**src/rtl/mips_pkg.sv**
```systemverilog
// Shared encodings for the HI/LO multiply/divide sequencer: request opcodes and FSM states.
package mips_pkg;

  typedef enum logic [2:0] {
    OP_NOP  = 3'd0,
    OP_MULT = 3'd1,
    OP_DIV  = 3'd2,
    OP_MFHI = 3'd3,
    OP_MFLO = 3'd4,
    OP_MTHI = 3'd5,
    OP_MTLO = 3'd6,
    OP_RSV  = 3'd7
  } op_e;

  typedef enum logic [1:0] {
    ST_IDLE  = 2'd0,
    ST_START = 2'd1,
    ST_WAIT  = 2'd2
  } state_e;

  function automatic logic is_engine_op(input op_e op);
    return (op == OP_MULT) || (op == OP_DIV);
  endfunction

endpackage

```
**src/rtl/hilo_watchdog.sv**
```systemverilog
// WAIT-cycle counter for the multiply/divide sequencer: cleared in START, counts WAIT cycles,
// saturates at TIMEOUT and flags the first WAIT cycle and the abort cycle.
module hilo_watchdog #(
  parameter int TIMEOUT = 40,
  parameter int CNT_W   = 6
) (
  input  logic Clock,
  input  logic Reset,
  input  logic clr,
  input  logic en,
  output logic first,
  output logic expired
);

  logic [CNT_W-1:0] count;

  always_ff @(posedge Clock) begin
    if (Reset || clr) begin
      count <= '0;
    end else if (en && (count != CNT_W'(TIMEOUT))) begin
      count <= count + CNT_W'(1);
    end
  end

  // The abort fires on the edge at which the counter reaches TIMEOUT, i.e. after TIMEOUT WAIT cycles.
  assign first   = (count == '0);
  assign expired = en && (count == CNT_W'(TIMEOUT - 1));

endmodule

```
**src/rtl/hilo_muldiv_ctrl.sv**
```systemverilog
// Sequences the shared multiply/divide engines one op at a time and owns the architectural
// HI/LO registers; busy stalls the main control FSM while an engine op is in flight.
module hilo_muldiv_ctrl
  import mips_pkg::*;
#(
  parameter int DATA_W  = 32,
  parameter int TIMEOUT = 40,
  parameter int CNT_W   = 6
) (
  input  logic              Clock,
  input  logic              Reset,
  input  logic              i_OpValid,
  input  logic [2:0]        i_Op,
  input  logic [DATA_W-1:0] i_A,
  input  logic [DATA_W-1:0] i_B,
  output logic              o_Busy,
  output logic [DATA_W-1:0] o_Result,
  output logic              o_ResultVld,
  output logic              o_Done,
  output logic              o_DivZero,
  output logic              o_Timeout,
  output logic [DATA_W-1:0] o_EngA,
  output logic [DATA_W-1:0] o_EngB,
  output logic              o_DivStart,
  output logic              o_MultStart,
  input  logic              i_DivStop,
  input  logic              i_MultStop,
  input  logic [DATA_W-1:0] i_DIVHI,
  input  logic [DATA_W-1:0] i_DIVLO,
  input  logic [DATA_W-1:0] i_MULTHI,
  input  logic [DATA_W-1:0] i_MULTLO,
  input  logic              i_DivZero
);

  state_e            state;
  op_e               op;
  logic              sel_div;
  logic [DATA_W-1:0] hi_reg;
  logic [DATA_W-1:0] lo_reg;
  logic              wait_first;
  logic              wait_expired;
  logic              stop_sel;
  logic              stop_qual;

  assign op        = op_e'(i_Op);
  assign stop_sel  = sel_div ? i_DivStop : i_MultStop;
  // A stop still high from the previous op must not complete this one.
  assign stop_qual = (state == ST_WAIT) && stop_sel && !wait_first;

  hilo_watchdog #(
    .TIMEOUT (TIMEOUT),
    .CNT_W   (CNT_W)
  ) u_watchdog (
    .Clock   (Clock),
    .Reset   (Reset),
    .clr     (state == ST_START),
    .en      (state == ST_WAIT),
    .first   (wait_first),
    .expired (wait_expired)
  );

  always_ff @(posedge Clock) begin
    if (Reset) begin
      state       <= ST_IDLE;
      sel_div     <= 1'b0;
      hi_reg      <= '0;
      lo_reg      <= '0;
      o_Busy      <= 1'b0;
      o_Result    <= '0;
      o_ResultVld <= 1'b0;
      o_Done      <= 1'b0;
      o_DivZero   <= 1'b0;
      o_Timeout   <= 1'b0;
      o_EngA      <= '0;
      o_EngB      <= '0;
      o_DivStart  <= 1'b0;
      o_MultStart <= 1'b0;
    end else begin
      o_ResultVld <= 1'b0;
      o_Done      <= 1'b0;
      o_DivZero   <= 1'b0;
      o_Timeout   <= 1'b0;
      o_DivStart  <= 1'b0;
      o_MultStart <= 1'b0;
      case (state)
        ST_IDLE: begin
          if (i_OpValid) begin
            if ((op == OP_DIV) && (i_B == '0)) begin
              o_DivZero <= 1'b1;
            end else if (is_engine_op(op)) begin
              o_EngA      <= i_A;
              o_EngB      <= i_B;
              sel_div     <= (op == OP_DIV);
              o_DivStart  <= (op == OP_DIV);
              o_MultStart <= (op == OP_MULT);
              o_Busy      <= 1'b1;
              state       <= ST_START;
            end else begin
              case (op)
                OP_MFHI: begin
                  o_Result    <= hi_reg;
                  o_ResultVld <= 1'b1;
                end
                OP_MFLO: begin
                  o_Result    <= lo_reg;
                  o_ResultVld <= 1'b1;
                end
                OP_MTHI: hi_reg <= i_A;
                OP_MTLO: lo_reg <= i_A;
                default: ;
              endcase
            end
          end
        end
        ST_START: begin
          state <= ST_WAIT;
        end
        ST_WAIT: begin
          // A qualified stop takes priority over a coincident timeout.
          if (stop_qual) begin
            hi_reg    <= sel_div ? i_DIVHI : i_MULTHI;
            lo_reg    <= sel_div ? i_DIVLO : i_MULTLO;
            o_Done    <= 1'b1;
            o_DivZero <= sel_div && i_DivZero;
            o_Busy    <= 1'b0;
            state     <= ST_IDLE;
          end else if (wait_expired) begin
            o_Timeout <= 1'b1;
            o_Busy    <= 1'b0;
            state     <= ST_IDLE;
          end
        end
        default: begin
          o_Busy <= 1'b0;
          state  <= ST_IDLE;
        end
      endcase
    end
  end

endmodule

```
**config.mk**
```make
export PLATFORM = sky130hd
export DESIGN_NAME = hilo_muldiv_ctrl
export DESIGN_NICKNAME = d
export VERILOG_FILES = /design/src/rtl/mips_pkg.sv /design/src/rtl/hilo_watchdog.sv /design/src/rtl/hilo_muldiv_ctrl.sv
export SDC_FILE = /design/constraint.sdc
export NUM_CORES = 1
export LEC_CHECK = 0
export CORE_ASPECT_RATIO = 0.75
export CORE_UTILIZATION = 46
export DETAILED_ROUTE_END_ITERATION = 7
export PLACE_DENSITY = 0.89
export RECOVER_POWER = 50
export SLEW_MARGIN = 20
export SYNTH_ARGS = -nofsm -noshare
export SYNTH_HDL_FRONTEND = slang
export SYNTH_SLANG_ARGS = --single-unit
```
**constraint.sdc**
```tcl
create_clock -name Clock -period 2.4 [get_ports Clock]
set_input_delay 0.36 -clock Clock [delete_from_list [all_inputs] [get_ports Clock]]
set_output_delay 0.36 -clock Clock [all_outputs]
set_load 0.005 [all_outputs]
```
Word-level counts from Yosys, hierarchy flattened
Index checks and enable logic that the tools add are counted.
{"block": "word_totals", "ff_bits": 176, "inputBits": 201, "output_inout_bits": 103}
{"block": "op_classes", "add_sub_neg": 1, "n_eq_ne": 18, "n_mux": 35, "bitwise_logic": 6, "reduce_logical": 25}
{"cell": "$mux 32", "count": 12}
{"cell": "$pmux 32 s2", "count": 3}
{"cell": "$logic_not 32->1", "count": 1}
{"cell": "$mux 1", "count": 12}
{"cell": "$reduce_and 6->1", "count": 2}
{"cell": "$mux 2", "count": 5}
{"cell": "$ne 2x2->1 const B", "count": 5}
{"cell": "$reduce_and 5->1", "count": 2}
{"cell": "$reduce_or 5->1", "count": 2}
{"cell": "$eq 3x3->1 const B", "count": 3}
{"cell": "$reduce_and 4->1", "count": 2}
{"cell": "$add 6x1->6 const B", "count": 1}
{"cell": "$eq 3x2->1 const B", "count": 2}
{"cell": "$eq 6x6->1 const B", "count": 1}
{"cell": "$logic_and 1x1->1", "count": 6}
{"cell": "$logic_not 6->1", "count": 1}
{"cell": "$ne 6x6->1 const B", "count": 1}
{"cell": "$not 1->1", "count": 6}
{"cell": "$pmux 2 s3", "count": 1}
{"cell": "$ne 2x1->1 const B", "count": 2}
{"cell": "$reduce_bool 2->1", "count": 2}
{"cell": "$reduce_or 2->1", "count": 2}
{"cell": "$eq 3x1->1 const B", "count": 1}
{"cell": "$ne 3x3->1 const B", "count": 1}
{"cell": "8 further kinds", "count": 9}

Depth between registers and ports, before layout
{"block": "depth", "word_depth": 6, "mapped_depth": 8, "mapped_depth_nobuf": 7}

Cells and area by module
A second synthesis with hierarchy kept.
{"block": "hier_totals", "hier_cells": 982, "hier_area_um2": 8530.7}
{"module": "hilo_muldiv_ctrl", "instances": 1, "cells_each": 943, "area_each_um2": 8201.6, "seq_area_each_um2": 3403.3}
{"module": "hilo_watchdog", "instances": 1, "cells_each": 39, "area_each_um2": 329.1, "seq_area_each_um2": 120.1}

Least setup slack after synthesis
Ideal clock, no wire load.
{"block": "synth_path", "path_kind": "register to register", "from": "register u_watchdog.count[0]", "to": "register lo_reg[1]", "setup_ns": 0.138, "t_arrival_ns": 1.693, "t_required_ns": 2.262, "setup_slack_ns": 0.569, "stages_incl_launch_ff": 9, "path_buffers": 1, "synth_period_minus_slack_ns": 1.831, "path_cell_list": "dfxtp_1 -> inv_1 -> ha_1 -> or3b_1 -> o311ai_2 -> a21oi_1 -> clkbuf_1 -> nand2_1 -> a21oi_1"}
{"block": "synth_via", "elab_chain_len": 5}
{"element": "start, declared", "line_no": "hilo_watchdog.sv:15", "rtl": "logic [CNT_W-1:0] count;"}
{"element": "start signal, assigned", "line_no": "hilo_watchdog.sv:21", "rtl": "count <= count + CNT_W'(1);"}
{"element": "$logic_not 6->1", "line_no": "hilo_watchdog.sv:26", "rtl": "assign first = (count == '0);"}
{"element": "$logic_not 1->1", "line_no": "hilo_muldiv_ctrl.sv:48", "rtl": "assign stop_qual = (state == ST_WAIT) && stop_sel && !wait_first;"}
{"element": "$logic_and 1x1->1", "line_no": "hilo_muldiv_ctrl.sv:48"}
{"element": "$ne 2x2->1 (no source line)"}
{"element": "$reduce_and 6->1 (no source line)"}
{"element": "end signal, assigned", "line_no": "hilo_muldiv_ctrl.sv:109", "rtl": "OP_MTLO: lo_reg <= i_A;"}
{"element": "end signal, assigned", "line_no": "hilo_muldiv_ctrl.sv:122", "rtl": "lo_reg <= sel_div ? i_DIVLO : i_MULTLO;"}
{"element": "end, declared", "line_no": "hilo_muldiv_ctrl.sv:39", "rtl": "logic [DATA_W-1:0] lo_reg;"}
No other way between the ends.
A chain may end at the register's enable or synchronous reset.

Worst setup path after layout
{"block": "layout_path", "from": "input port i_B[15]", "to": "register o_EngB[19]"}
{"block": "layout_via", "elab_chain_len": 4}
{"element": "start, declared", "line_no": "hilo_muldiv_ctrl.sv:15", "rtl": "input logic [DATA_W-1:0] i_B,"}
{"element": "$logic_not 32->1", "line_no": "hilo_muldiv_ctrl.sv:88", "rtl": "if ((op == OP_DIV) && (i_B == '0)) begin"}
{"element": "$logic_and 1x1->1", "line_no": "hilo_muldiv_ctrl.sv:88"}
{"element": "$not 1->1 (no source line)"}
{"element": "$reduce_and 4->1 (no source line)"}
{"element": "end signal, assigned", "line_no": "hilo_muldiv_ctrl.sv:92", "rtl": "o_EngB <= i_B;"}
{"element": "end, declared", "line_no": "hilo_muldiv_ctrl.sv:23", "rtl": "output logic [DATA_W-1:0] o_EngB,"}
No other way between the ends.

==> run summary <==
Status: finished clean
Post-Synthesis Cell Area: 0.008543 sq mm
Setup ws final: 0.1671 ns
Placed inst area: 0.01187 sq mm
First-pass DRT Iterations: 5
GR Util All Layers: 0.2585
Worst skew pair latency: 0.42 ns
Max-cap viol count: 0
Clock Skews: 0.01088 ns
Final Hold Viols: 0
Worst path slowest cell: dlygate4sd3_1
Number of vias per cell: 5.173
Hold_buf cts: 0
Synth async-reset ratio: 0
Total CTS buffers: 17
Crit-path cells: dlygate4sd3_1, nor4_1, buf_4, nand4_1, nor4_4, nor2_2, buf_6, mux2i_1
CTS sink cnt: 176
Commonest non-fill, non-tap cell in the layout: clkdlybuf4s50_1
Rel. slew slack: 0.5664
Final Slew Violations: 0
Syn Nets: 1177
Root buffer cell: clkbuf_16
Logic pwr share: 0.155
Clock Path Buffers: 2
Pwr Density: 561.9 mW/mm^2
Post-DR wirelength/cell: 16.59 microns
Post-Syn Instances: 974
Type of the worst setup path: input pin to flip-flop
Sequential power share: 0.442
Die X: 159.4 microns
Clock Pin Slew Worst Setup and Hold Paths: 0.07 ns
RSZ-0062 raised after global routing: false
1st-iter DRT viols: 421
Mean area per synthesized cell: 8.771 sq um
Dpl ws: -0.1387 ns
Clock network fraction of total power: 0.403
Worst setup EP type: flip-flop
Synth unique cells: 39
Critical Path AT: 2.52 ns
Sw Ratio: 0.2440
Pin count of the biggest net entering global routing: 107
Reg2Reg Setup Slack: 0.25 ns
Sequential-to-total area share from yosys stat: 0.4124
Via count: 7760
Number of global-route vias before repair: 7589
Routed Antenna Nets: 0
Post-CTS sizing: 0
Largest fanout on the critical path: 27
Max Freq: 447.9 MHz
CTS tree: yes
Net Sw Power: 1703 uW
Pleak: 0.004672 uW
Antenna Cells: 0
Port Buffers: 303
Period utilization: 0.9304
Share of cells above drive strength 1: 0.06677
Fin crit period: 2.233 ns
Initial core utilization: 0.4767
Slew @ Worst Pin: 0.6495 ns
First-pass GRT wire length: 38920 microns
Min Hold Slack: 0.4086 ns
Internal: 5276 uW
Total power: 6980 uW
Core box area: 0.01792 sq mm
Row cnt: 42
Routed WL: 24890 microns
DR DRC count: 0
Die area: 0.01913 sq mm
Crit start category: input pin
Initial antenna violation count: 0
Setup violators final: 0
Required @ worst endpoint: 2.69 ns
Primary FF master, synth: dfxtp_1
Commonest non-fill, non-tap cells in the layout: clkdlybuf4s50_1, dfxtp_1, mux2i_1, nand2_1, a21oi_1
GRT Residual Overflow: 0
Hold Path Class: input pin to flip-flop
CP max stage delay: 0.57 ns
I/O Pins: 304
Post-Layout Inst Area: 0.01242 sq mm
Maximum VDD drop: 0.3461 mV
Yosys reg bits: 176
H-tree depth: 4
Setup Fix Bufs, Post-CTS: 0
Syn. warnings: 0
Detailed-placement wirelength estimate: 17960 microns
Nets: 1449
Area grow syn2layout: 45.40%
Gpl congestion: 0.8067
Post-synth EDFFs: 0
Die Height: 120.0 microns
[layer usage]
metal / global-route usage / wire, microns
met1: 0.3056 / 10390
met2: 0.4633 / 12520
met3: 0.06533 / 1632
met4: 0.07272 / 346
met5: 0 / 0
[metrics by stage]
stage               TNS [ns]  std cells  utilization
finish                     0       1500       0.6932
global route               0       1500       0.6932
CTS                        0       1500       0.6956
detailed placement    -8.287       1469       0.6625
global placement      -8.483       1469       0.6625
floorplan                  0        974            -
[worst max-delay path, delay by kind of cell]
kind	cells	cell delay (ns)
and+or+nand+nor	4	1.00
buffers and inverters	3	1.00
muxes	1	0.16
[worst paths after layout]
| check | startpoint | endpoint | cells after the start |
|---|---|---|---|
| hold / removal | Reset | hi_reg[2] | 2 |
| hold reg to reg | lo_reg[14] | lo_reg[14] | 2 |
| setup reg to reg | u_watchdog.count[1] | lo_reg[5] | 9 |
| setup / recovery | i_B[15] | o_EngB[19] | 8 |
[area by class of cell]
cell class | instances | area, sq um
Multi-Input combinational cell | 717 | 4647
Fill cell | 1411 | 5498
Clock buffer | 20 | 467.9
Sequential cell | 176 | 3527
Inverter | 4 | 15.01
Tap cell | 242 | 302.8
Clock inverter | 11 | 126.4
Timing Repair Buffer | 330 | 3336
[power groups by stage]
stage | clock (uW) | combinational [uW] | sequential [uW]
4_1_cts | 2850 | 1130 | 3090
5_1_grt | 2980 | 1170 | 3090
3_3_place_gp | 0 | 1100 | 3150
3_5_place_dp | 0 | 1120 | 3150
6_report | 2810 | 1080 | 3080
2_1_floorplan | 0 | 476 | 3150
[synthesized netlist by cell type, types with 2 or more instances]
cell | count | area (sq um)
buf_2 | 14 | 70.07
xnor2_1 | 2 | 17.52
nand3b_1 | 2 | 15.01
buf_6 | 8 | 90.09
a211oi_1 | 15 | 112.6
a21o_1 | 2 | 15.01
mux2i_1 | 160 | 1602
nor2_1 | 73 | 274.0
a21oi_1 | 134 | 670.6
inv_1 | 4 | 15.01
nor3_1 | 4 | 20.02
nor4_1 | 8 | 50.05
or3b_1 | 3 | 26.28
a211oi_2 | 17 | 212.7
nor2b_1 | 5 | 31.28
clkbuf_1 | 49 | 183.9
nand3_1 | 2 | 10.01
nand4b_1 | 3 | 26.28
nand2b_1 | 131 | 819.5
dfxtp_1 | 176 | 3523
xor2_1 | 2 | 17.52
nand2_1 | 135 | 506.7
buf_4 | 3 | 22.52
ha_1 | 2 | 25.02
buf_1 | 3 | 11.26
nand4_1 | 4 | 25.02
[cells by family after synthesis]
logic type	count (synthesis)	synth area share
AOI/OAI and AO/OA	175	0.1279
xor gates and xnor gates	4	0.004102
DFF	176	0.4124
muxes	162	0.1901
and+or+nand+nor	374	0.2166
buffers and inverters	81	0.04599
adders and majority gates	2	0.002929
No activity file was read; power rests on OpenSTA's default activity.
